## src/rtl/vga_capture.sv

```systemverilog
// vga_capture: receive side of a VGA-style raster link.
// Samples hsync/vsync/RGB on pix_en, tracks raster position, and streams the
// active-window pixels with coordinates and frame/line markers through a
// small first-word-fall-through FIFO.
module vga_capture #(
    parameter int unsigned H_ACTIVE   = 1920,
    parameter int unsigned H_BACK     = 148,
    parameter int unsigned V_ACTIVE   = 1080,
    parameter int unsigned V_BACK     = 36,
    parameter bit          HS_POL     = 1'b1,
    parameter bit          VS_POL     = 1'b1,
    parameter int unsigned FIFO_DEPTH = 4
) (
    input  logic        clk,
    input  logic        reset,
    input  logic        pix_en,
    input  logic        hsync_in,
    input  logic        vsync_in,
    input  logic [7:0]  red_in,
    input  logic [7:0]  green_in,
    input  logic [7:0]  blue_in,
    output logic        pix_valid,
    input  logic        pix_ready,
    output logic [23:0] pix_data,
    output logic [10:0] pix_x,
    output logic [10:0] pix_y,
    output logic        pix_sof,
    output logic        pix_eol,
    output logic        locked,
    output logic        overflow,
    output logic [11:0] line_len
);

    localparam int unsigned AW       = $clog2(FIFO_DEPTH);
    localparam logic [11:0] CNT_MAX  = '1;
    localparam logic [11:0] H_LO     = 12'(H_BACK);
    localparam logic [11:0] H_HI     = 12'(H_BACK + H_ACTIVE);
    localparam logic [11:0] V_LO     = 12'(V_BACK);
    localparam logic [11:0] V_HI     = 12'(V_BACK + V_ACTIVE);
    localparam logic [10:0] X_LAST   = 11'(H_ACTIVE - 1);
    localparam logic [AW:0] PTR_ONE  = 1;

    typedef struct packed {
        logic [23:0] rgb;
        logic [10:0] x;
        logic [10:0] y;
        logic        sof;
        logic        eol;
    } entry_t;

    // Normalised sync levels: 1 means asserted regardless of polarity.
    logic        hs_now, vs_now;
    logic        hs_prev, vs_prev;
    logic        h_trail, h_lead, v_trail;
    logic [11:0] h_cnt, v_cnt, h_next, v_next;
    logic        lock_next, sample_active;
    logic [10:0] x_next, y_next;

    // Sample stage: holds the entry registered on pix_en until it is pushed.
    logic        st_valid;
    entry_t      st_entry;

    logic [11:0] ll_cnt;
    logic        seen_lead;
    logic [12:0] ll_sum;

    entry_t      mem [FIFO_DEPTH];
    logic [AW:0] wr_ptr, rd_ptr;
    logic        empty, full, do_push, do_pop;
    entry_t      head;

    assign hs_now = (hsync_in == HS_POL);
    assign vs_now = (vsync_in == VS_POL);

    // Edge detection and next raster position for the sample being taken now.
    always_comb begin
        h_trail = hs_prev & ~hs_now;
        h_lead  = ~hs_prev & hs_now;
        v_trail = vs_prev & ~vs_now;

        if (h_trail)
            h_next = '0;
        else if (h_cnt == CNT_MAX)
            h_next = CNT_MAX;
        else
            h_next = h_cnt + 12'd1;

        // vsync clear takes priority over the per-line increment
        if (v_trail)
            v_next = '0;
        else if (h_trail && (v_cnt != CNT_MAX))
            v_next = v_cnt + 12'd1;
        else
            v_next = v_cnt;

        lock_next     = locked | v_trail;
        sample_active = lock_next
                        && (h_next >= H_LO) && (h_next < H_HI)
                        && (v_next >= V_LO) && (v_next < V_HI);
        x_next = 11'(h_next - H_LO);
        y_next = 11'(v_next - V_LO);
        ll_sum = {1'b0, ll_cnt} + 13'd1;
    end

    // Input stage: register the sample, advance raster counters and lock.
    always_ff @(posedge clk or negedge reset) begin
        if (!reset) begin
            hs_prev  <= 1'b0;
            vs_prev  <= 1'b0;
            h_cnt    <= '0;
            v_cnt    <= '0;
            locked   <= 1'b0;
            st_valid <= 1'b0;
            st_entry <= '0;
        end else begin
            st_valid <= pix_en & sample_active;
            if (pix_en) begin
                hs_prev      <= hs_now;
                vs_prev      <= vs_now;
                h_cnt        <= h_next;
                v_cnt        <= v_next;
                locked       <= lock_next;
                st_entry.rgb <= {red_in, green_in, blue_in};
                st_entry.x   <= x_next;
                st_entry.y   <= y_next;
                st_entry.sof <= (x_next == '0) && (y_next == '0);
                st_entry.eol <= (x_next == X_LAST);
            end
        end
    end

    // Line period measurement between hsync leading edges, saturating.
    always_ff @(posedge clk or negedge reset) begin
        if (!reset) begin
            ll_cnt    <= '0;
            seen_lead <= 1'b0;
            line_len  <= '0;
        end else if (pix_en) begin
            if (h_lead) begin
                if (seen_lead)
                    line_len <= ll_sum[12] ? CNT_MAX : ll_sum[11:0];
                seen_lead <= 1'b1;
                ll_cnt    <= '0;
            end else if (ll_cnt != CNT_MAX) begin
                ll_cnt <= ll_cnt + 12'd1;
            end
        end
    end

    assign empty   = (wr_ptr == rd_ptr);
    assign full    = (wr_ptr[AW] != rd_ptr[AW]) && (wr_ptr[AW-1:0] == rd_ptr[AW-1:0]);
    assign do_pop  = ~empty & pix_ready;
    // A pop in the same cycle frees the slot, so a full FIFO still accepts.
    assign do_push = st_valid & (~full | do_pop);

    // FIFO storage, cleared on reset so idle outputs read as zero.
    always_ff @(posedge clk or negedge reset) begin
        if (!reset) begin
            for (int unsigned i = 0; i < FIFO_DEPTH; i++)
                mem[i] <= '0;
        end else if (do_push) begin
            mem[wr_ptr[AW-1:0]] <= st_entry;
        end
    end

    // FIFO pointers and sticky drop flag.
    always_ff @(posedge clk or negedge reset) begin
        if (!reset) begin
            wr_ptr   <= '0;
            rd_ptr   <= '0;
            overflow <= 1'b0;
        end else begin
            if (do_push)
                wr_ptr <= wr_ptr + PTR_ONE;
            if (do_pop)
                rd_ptr <= rd_ptr + PTR_ONE;
            if (st_valid && full && !do_pop)
                overflow <= 1'b1;
        end
    end

    assign head      = mem[rd_ptr[AW-1:0]];
    assign pix_valid = ~empty;
    assign pix_data  = head.rgb;
    assign pix_x     = head.x;
    assign pix_y     = head.y;
    assign pix_sof   = head.sof;
    assign pix_eol   = head.eol;

endmodule

```

## config.mk

```make
export PLATFORM = sky130hd
export DESIGN_NAME = vga_capture
export DESIGN_NICKNAME = d
export VERILOG_FILES = /design/src/rtl/vga_capture.sv
export SDC_FILE = /design/constraint.sdc
export NUM_CORES = 1
export LEC_CHECK = 0
export BUFFER_PORTS_ARGS = -buffer_cell sky130_fd_sc_hd__buf_2
export CORE_ASPECT_RATIO = 0.5
export CORE_MARGIN = 1
export CORE_UTILIZATION = 35
export CTS_CLUSTER_SIZE = 40
export DETAILED_ROUTE_END_ITERATION = 7
export SLEW_MARGIN = 20
export SYNTH_ARGS = -nofsm -noshare
export SYNTH_HDL_FRONTEND = slang
export SYNTH_SLANG_ARGS = --single-unit
```

## constraint.sdc

```tcl
create_clock -name clk -period 3.3 [get_ports clk]
set_input_delay 0.66 -clock clk [delete_from_list [all_inputs] [get_ports clk]]
set_output_delay 0.66 -clock clk [all_outputs]
set_load 0.02 [all_outputs]
```

Yosys cells after proc, flatten, opt, wreduce, memory -nomap -nowiden
Index checks and enable logic that the tools add are counted.
{"block": "totals", "regBits": 300, "latchBits": 0, "mem_bits_rw": 0, "mem_bits_ro": 0, "input_bits": 30, "out_inout_bits": 63, "elab_cells": 104, "memories": 0}
{"block": "op_classes", "addsub": 8, "mul": 0, "n_div": 0, "magnitude_cmp": 7, "n_eq_ne": 7, "shift": 0, "muxes": 13, "n_bitwise": 15, "reduce_logical": 17}
{"operator": "$bwmux W192", "n": 1}
{"operator": "$mux W48", "n": 3}
{"operator": "$bmux W48 S2", "n": 1}
{"operator": "$demux W48 S2", "n": 1}
{"operator": "$mux W12", "n": 7}
{"operator": "$add A12 B1 Y12 const B", "n": 3}
{"operator": "$ne A12 B12 Y1 const B", "n": 2}
{"operator": "$logic_not A11 Y1", "n": 2}
{"operator": "$add A12 B1 Y13 const B", "n": 1}
{"operator": "$eq A12 B12 Y1 const B", "n": 1}
{"operator": "$ge A12 B6 Y1 const B", "n": 1}
{"operator": "$ge A12 B8 Y1 const B", "n": 1}
{"operator": "$lt A12 B11 Y1 const B", "n": 1}
{"operator": "$lt A12 B12 Y1 const B", "n": 1}
{"operator": "$eq A11 B11 Y1 const B", "n": 1}
{"operator": "$sub A11 B6 Y11 const B", "n": 1}
{"operator": "$sub A11 B8 Y11 const B", "n": 1}
{"operator": "$logic_and A1 B1 Y1", "n": 10}
{"operator": "$add A3 B1 Y3 const B", "n": 2}
{"operator": "$and A1 B1 Y1", "n": 6}
{"operator": "$ge A3 B3 Y1 const B", "n": 2}
{"operator": "$not A2 Y3", "n": 2}
{"operator": "$not A1 Y1", "n": 5}
{"operator": "$reduce_and A2 Y1", "n": 2}
{"operator": "8 further kinds", "n": 9}

Depth between registers and ports, before layout
{"block": "depth", "ltp_word": 9, "depth_mapped": 14, "depth_no_buf": 13}

Least setup slack after synthesis
No wires, ideal clock.
{"block": "synth_timing", "kind": "input-to-reg", "start": "in vsync_in", "end": "reg st_entry[1] (netlist bit)", "setup_ns": 0.092, "t_arrival_ns": 2.696, "required_ns": 3.208, "path_slack_ns": 0.512, "stages": 11, "path_buffers": 1, "cell_sequence": "nor2b_1 > clkbuf_1 > a211oi_2 > inv_1 > ha_1 > nor4b_1 > a211oi_1 > nand3_1 > and4b_1 > nand4_1 > o31ai_2"}
{"block": "synth_between", "elab_chain_cells": 6}
{"element": "start, declared", "line_no": "18", "source": "input logic vsync_in,"}
{"element": "$not A1 Y1", "line_no": "79", "source": "v_trail = vs_prev & ~vs_now;"}
{"element": "$and A1 B1 Y1", "line_no": "79"}
{"element": "$mux W12", "line_no": "89", "source": "if (v_trail)"}
{"element": "named net v_next[3]", "line_no": "55", "source": "logic [11:0] h_cnt, v_cnt, h_next, v_next;"}
{"element": "$sub A11 B6 Y11", "line_no": "101", "source": "y_next = 11'(v_next - V_LO);"}
{"element": "$logic_not A11 Y1", "line_no": "126", "source": "st_entry.sof <= (x_next == '0) && (y_next == '0);"}
{"element": "$logic_and A1 B1 Y1", "line_no": "126"}
{"element": "end, declared", "line_no": "61", "source": "entry_t st_entry;"}
The timed path passes the listed nets, and every way through them passes these cells.
A chain may end at the register's enable or synchronous reset.

Final worst setup path
{"block": "layout_timing", "start": "reg v_cnt[0]", "end": "reg st_entry[1] (netlist bit)"}
{"block": "layout_between", "elab_chain_cells": 7, "word_cells_on_any_way": 8, "classes_between": "add/sub (2); eq/ne (1); mux (2); reduce/logical (3)"}
{"element": "start, declared", "line_no": "55"}
{"element": "start signal, assigned", "line_no": "121", "source": "v_cnt <= v_next;"}
{"element": "branches (longest 2 deep; another with $add A12 B1 Y12)"}
{"element": "$mux W12 (*)", "line_no": "91", "source": "else if (h_trail && (v_cnt != CNT_MAX))"}
{"element": "$mux W12 (*)", "line_no": "89"}
{"element": "named net v_next[3]", "line_no": "55"}
{"element": "$sub A11 B6 Y11 (*)", "line_no": "101"}
{"element": "$logic_not A11 Y1 (*)", "line_no": "126"}
{"element": "$logic_and A1 B1 Y1 (*)", "line_no": "126"}
Mark *: on every way through the listed nets, which the timed path passes.

==> impl_metrics.yaml <==
status:
  status: "finished, final reports clean"
clocking:
  cts_tree: "done"
  cts.sinks: 296
  clk_path_buf_depth: 3
  clk_latency_ps: 560
  clockRootBuffer: "clkbuf_16"
  cts_hold_buf: 0
  cts_buffers: 29
  post_cts_resized: 0
  cts_setup_buffers: 0
  htree_levels: 1
  clk_pin_slew_ps: 60
worst_setup_path:
  arrival_ps: 3450
  worstSetupPathType: "flip-flop to flip-flop"
  startpoint_type: "flip-flop"
  worst_r2r_path_depth: 11
  r2r-end: "st_entry[1]"
  critPathMaxFanout: 6
  required_ps: 3770
  r2r_start: "v_cnt[0]"
  cp-startpoint: "v_cnt[0]"
  reg2reg_slack_ps: 320
  cp-end-kind: "flip-flop"
  cp-endpoint: "st_entry[1]"
finish:
  fillers: 3559
  multi_input_area_sq_um: 6160
  layout-drive-gt1-share_pct: 42.0
  final_common_cell: "dfrtp_1"
  layout.nets: 1179
  n_antenna_cell: 0
  final_cells: 1685
  area_growth_pct: 16.2
  final_cell_mix: "dfrtp_1 (293), mux2_2 (239), buf_2 (90)"
  register_area_sq_um: 7410
placed_design:
  place.gp.congestion: 0.844
  pre_cts_ws_ps: 147
  place_hpwl_mm: 21.0
  port_buffers: 92
  place_inst: 1634
synthesis:
  synth_edf_count: 0
  ys_seq_area_share_pct: 53.3
  synthFlopType: "dfrtp_1"
  synth.avg_cell_area_sq_um: 13.5
  synth_nets: 1076
  synth_area_sq_um: 13900
  async_reset_ff_share_pct: 100
  synth_cells: 1032
  ys_warn_count: 0
  ys_seq_elements: 296
  yosysUniqueCellTypes: 65
routing:
  vias: 8744
  post-route-drc-count: 0
  detail-route-antenna-nets: 0
  vias_per_cell: 5.19
  wl_per_cell_um: 18.8
  dr.pass1.iters: 4
  detail_route.iter0.violations: 444
  routed_wl_mm: 31.6
floorplan:
  die_width_um: 284
  start_util_pct: 35.6
  core_area_sq_um: 39000
  die-height_um: 143
  die_area_sq_um: 40500
  io_pins: 93
  std_cell_rows: 51
timing:
  tns_ps: 0
  fmax_ghz: 0.336
  fin_crit_sh_pct: 90.3
  rsz0062_at_grt: "false"
  relSlewSlack_pct: 44.5
  tightest_slew_ps: 832
  setup_violations: 0
  hold_viol: 0
  drv_slew: 0
  finalWorstSetupSlack_ps: 320
  layout_min_cycle_time_ps: 2980
  skew_ps: 11.3
global_routing:
  grt_antenna_before_repair: 0
  grt_pass1_vias: 9318
  grt.overflow.total: 0
  grt_max_degree: 80
  grt_use_total_pct: 15.8
  grt_pass1_wl_mm: 51.0
power_and_ir_drop:
  peakVddDrop_mv: 0.349
  p_per_area_nw_per_um2: 580
  p_leak_nw: 7.60
hold_path:
  hp-class: "input pin to asynchronous set/reset pin"
flow_run:
  drv_cap: 0
## power by group
group | internal [W] | switching (W) | total (W)
registers | 0.00394 | 0.000287 | 0.00423
clock network | 0.00192 | 0.00141 | 0.00333
logic | 0.000812 | 0.000987 | 0.00180
total | 0.00667 | 0.00269 | 0.00936
## kinds of logic after synthesis
logic type      share of synthesized area (%)
flops                                    53.3
mux                                      27.5
simple gates                             6.66
compound gates                           7.29
buf+inv                                  2.36
xor+xnor                                 1.58
fa+ha+maj                                1.26
## sequential cells by signal, summed over array words and instances, names as in the netlist
| name | flops |
|---|---|
| vs_prev | 1 |
| wr_ptr | 3 |
| line_len | 12 |
| seen_lead | 1 |
| v_cnt | 12 |
| overflow | 1 |
| hs_prev | 1 |
| locked | 1 |
| st_entry | 44 |
| st_valid | 1 |
| mem | 192 |
| rd_ptr | 3 |
| ll_cnt | 12 |
| h_cnt | 12 |
## synthesized netlist by cell type, types with 3 or more instances
library cell | n | area share [%]
xor2_1 | 4 | 0.25
nand3_1 | 18 | 0.65
dfrtp_1 | 296 | 53
nand2_1 | 37 | 1.0
ha_1 | 14 | 1.3
o31ai_1 | 6 | 0.32
buf_4 | 3 | 0.16
a31oi_1 | 17 | 0.77
and2_1 | 5 | 0.23
nand4_1 | 10 | 0.45
o41ai_1 | 3 | 0.19
buf_1 | 6 | 0.16
mux2i_1 | 5 | 0.36
mux2_2 | 239 | 19
a211o_1 | 3 | 0.19
and3_1 | 11 | 0.50
o211ai_1 | 5 | 0.27
xnor2_1 | 21 | 1.3
buf_2 | 15 | 0.54
mux4_2 | 48 | 7.8
nor2_1 | 51 | 1.4
a211oi_1 | 8 | 0.43
clkbuf_1 | 38 | 1.0
a21oi_1 | 27 | 0.97
a21boi_0 | 5 | 0.27
nor4b_1 | 4 | 0.25
a21o_1 | 8 | 0.43
nor3_1 | 11 | 0.40
nor2b_1 | 7 | 0.32
o21ai_0 | 37 | 1.3
and4b_1 | 3 | 0.22
inv_1 | 16 | 0.43
or3_1 | 5 | 0.23
nand2b_1 | 8 | 0.36
## per-layer routing
metal | part of all wire (%) | GRT usage [%]
met5 | 0 | 0
met3 | 3.0 | 2.43
met1 | 47 | 21.5
met4 | 1.5 | 3.19
met2 | 48 | 26.9
## metrics by stage
stage	utilization, %	cell area, sq um	hold slack (ps)	power [W]
after global routing	41.4	16100	102	0.00983
final	41.4	16100	64.6	0.00936
after floorplan	-	13900	364	0.00547
after global placement	38.9	15200	434	0.00609
after detailed placement	38.9	15200	438	0.00614
after CTS	41.4	16100	97.0	0.00950
## final cells by class
type / count / share of cell area (%)
Tap cell: 530 / 4.11
Timing Repair Buffer: 135 / 5.47
Multi-Input combinational cell: 657 / 38.2
Sequential cell: 296 / 45.9
Clock inverter: 7 / 0.481
Clock buffer: 44 / 5.46
Inverter: 16 / 0.372
## worst min-delay path by stage
stage               startpoint           to  slack [ps]  cells past startpoint
floorplan                reset     h_cnt[0]         360                      0
global placement     seen_lead    seen_lead         430                      1
detailed placement   seen_lead    seen_lead         440                      1
CTS                      reset    seen_lead         100                      1
global route             reset  line_len[2]         100                      1
finish                   reset  line_len[1]          60                      1
## critical path: stages (launching register included)
cell and delay (ps):
dfrtp_1 360, ha_1 210, and3_1 270, nand4_4 180, a211oi_2 440, inv_1 120, ha_1 280, a211oi_1 310
nand3_1 120, and4b_1 270, nand4_1 110, o31ai_2 220
Power figures use the tool's default switching activity.
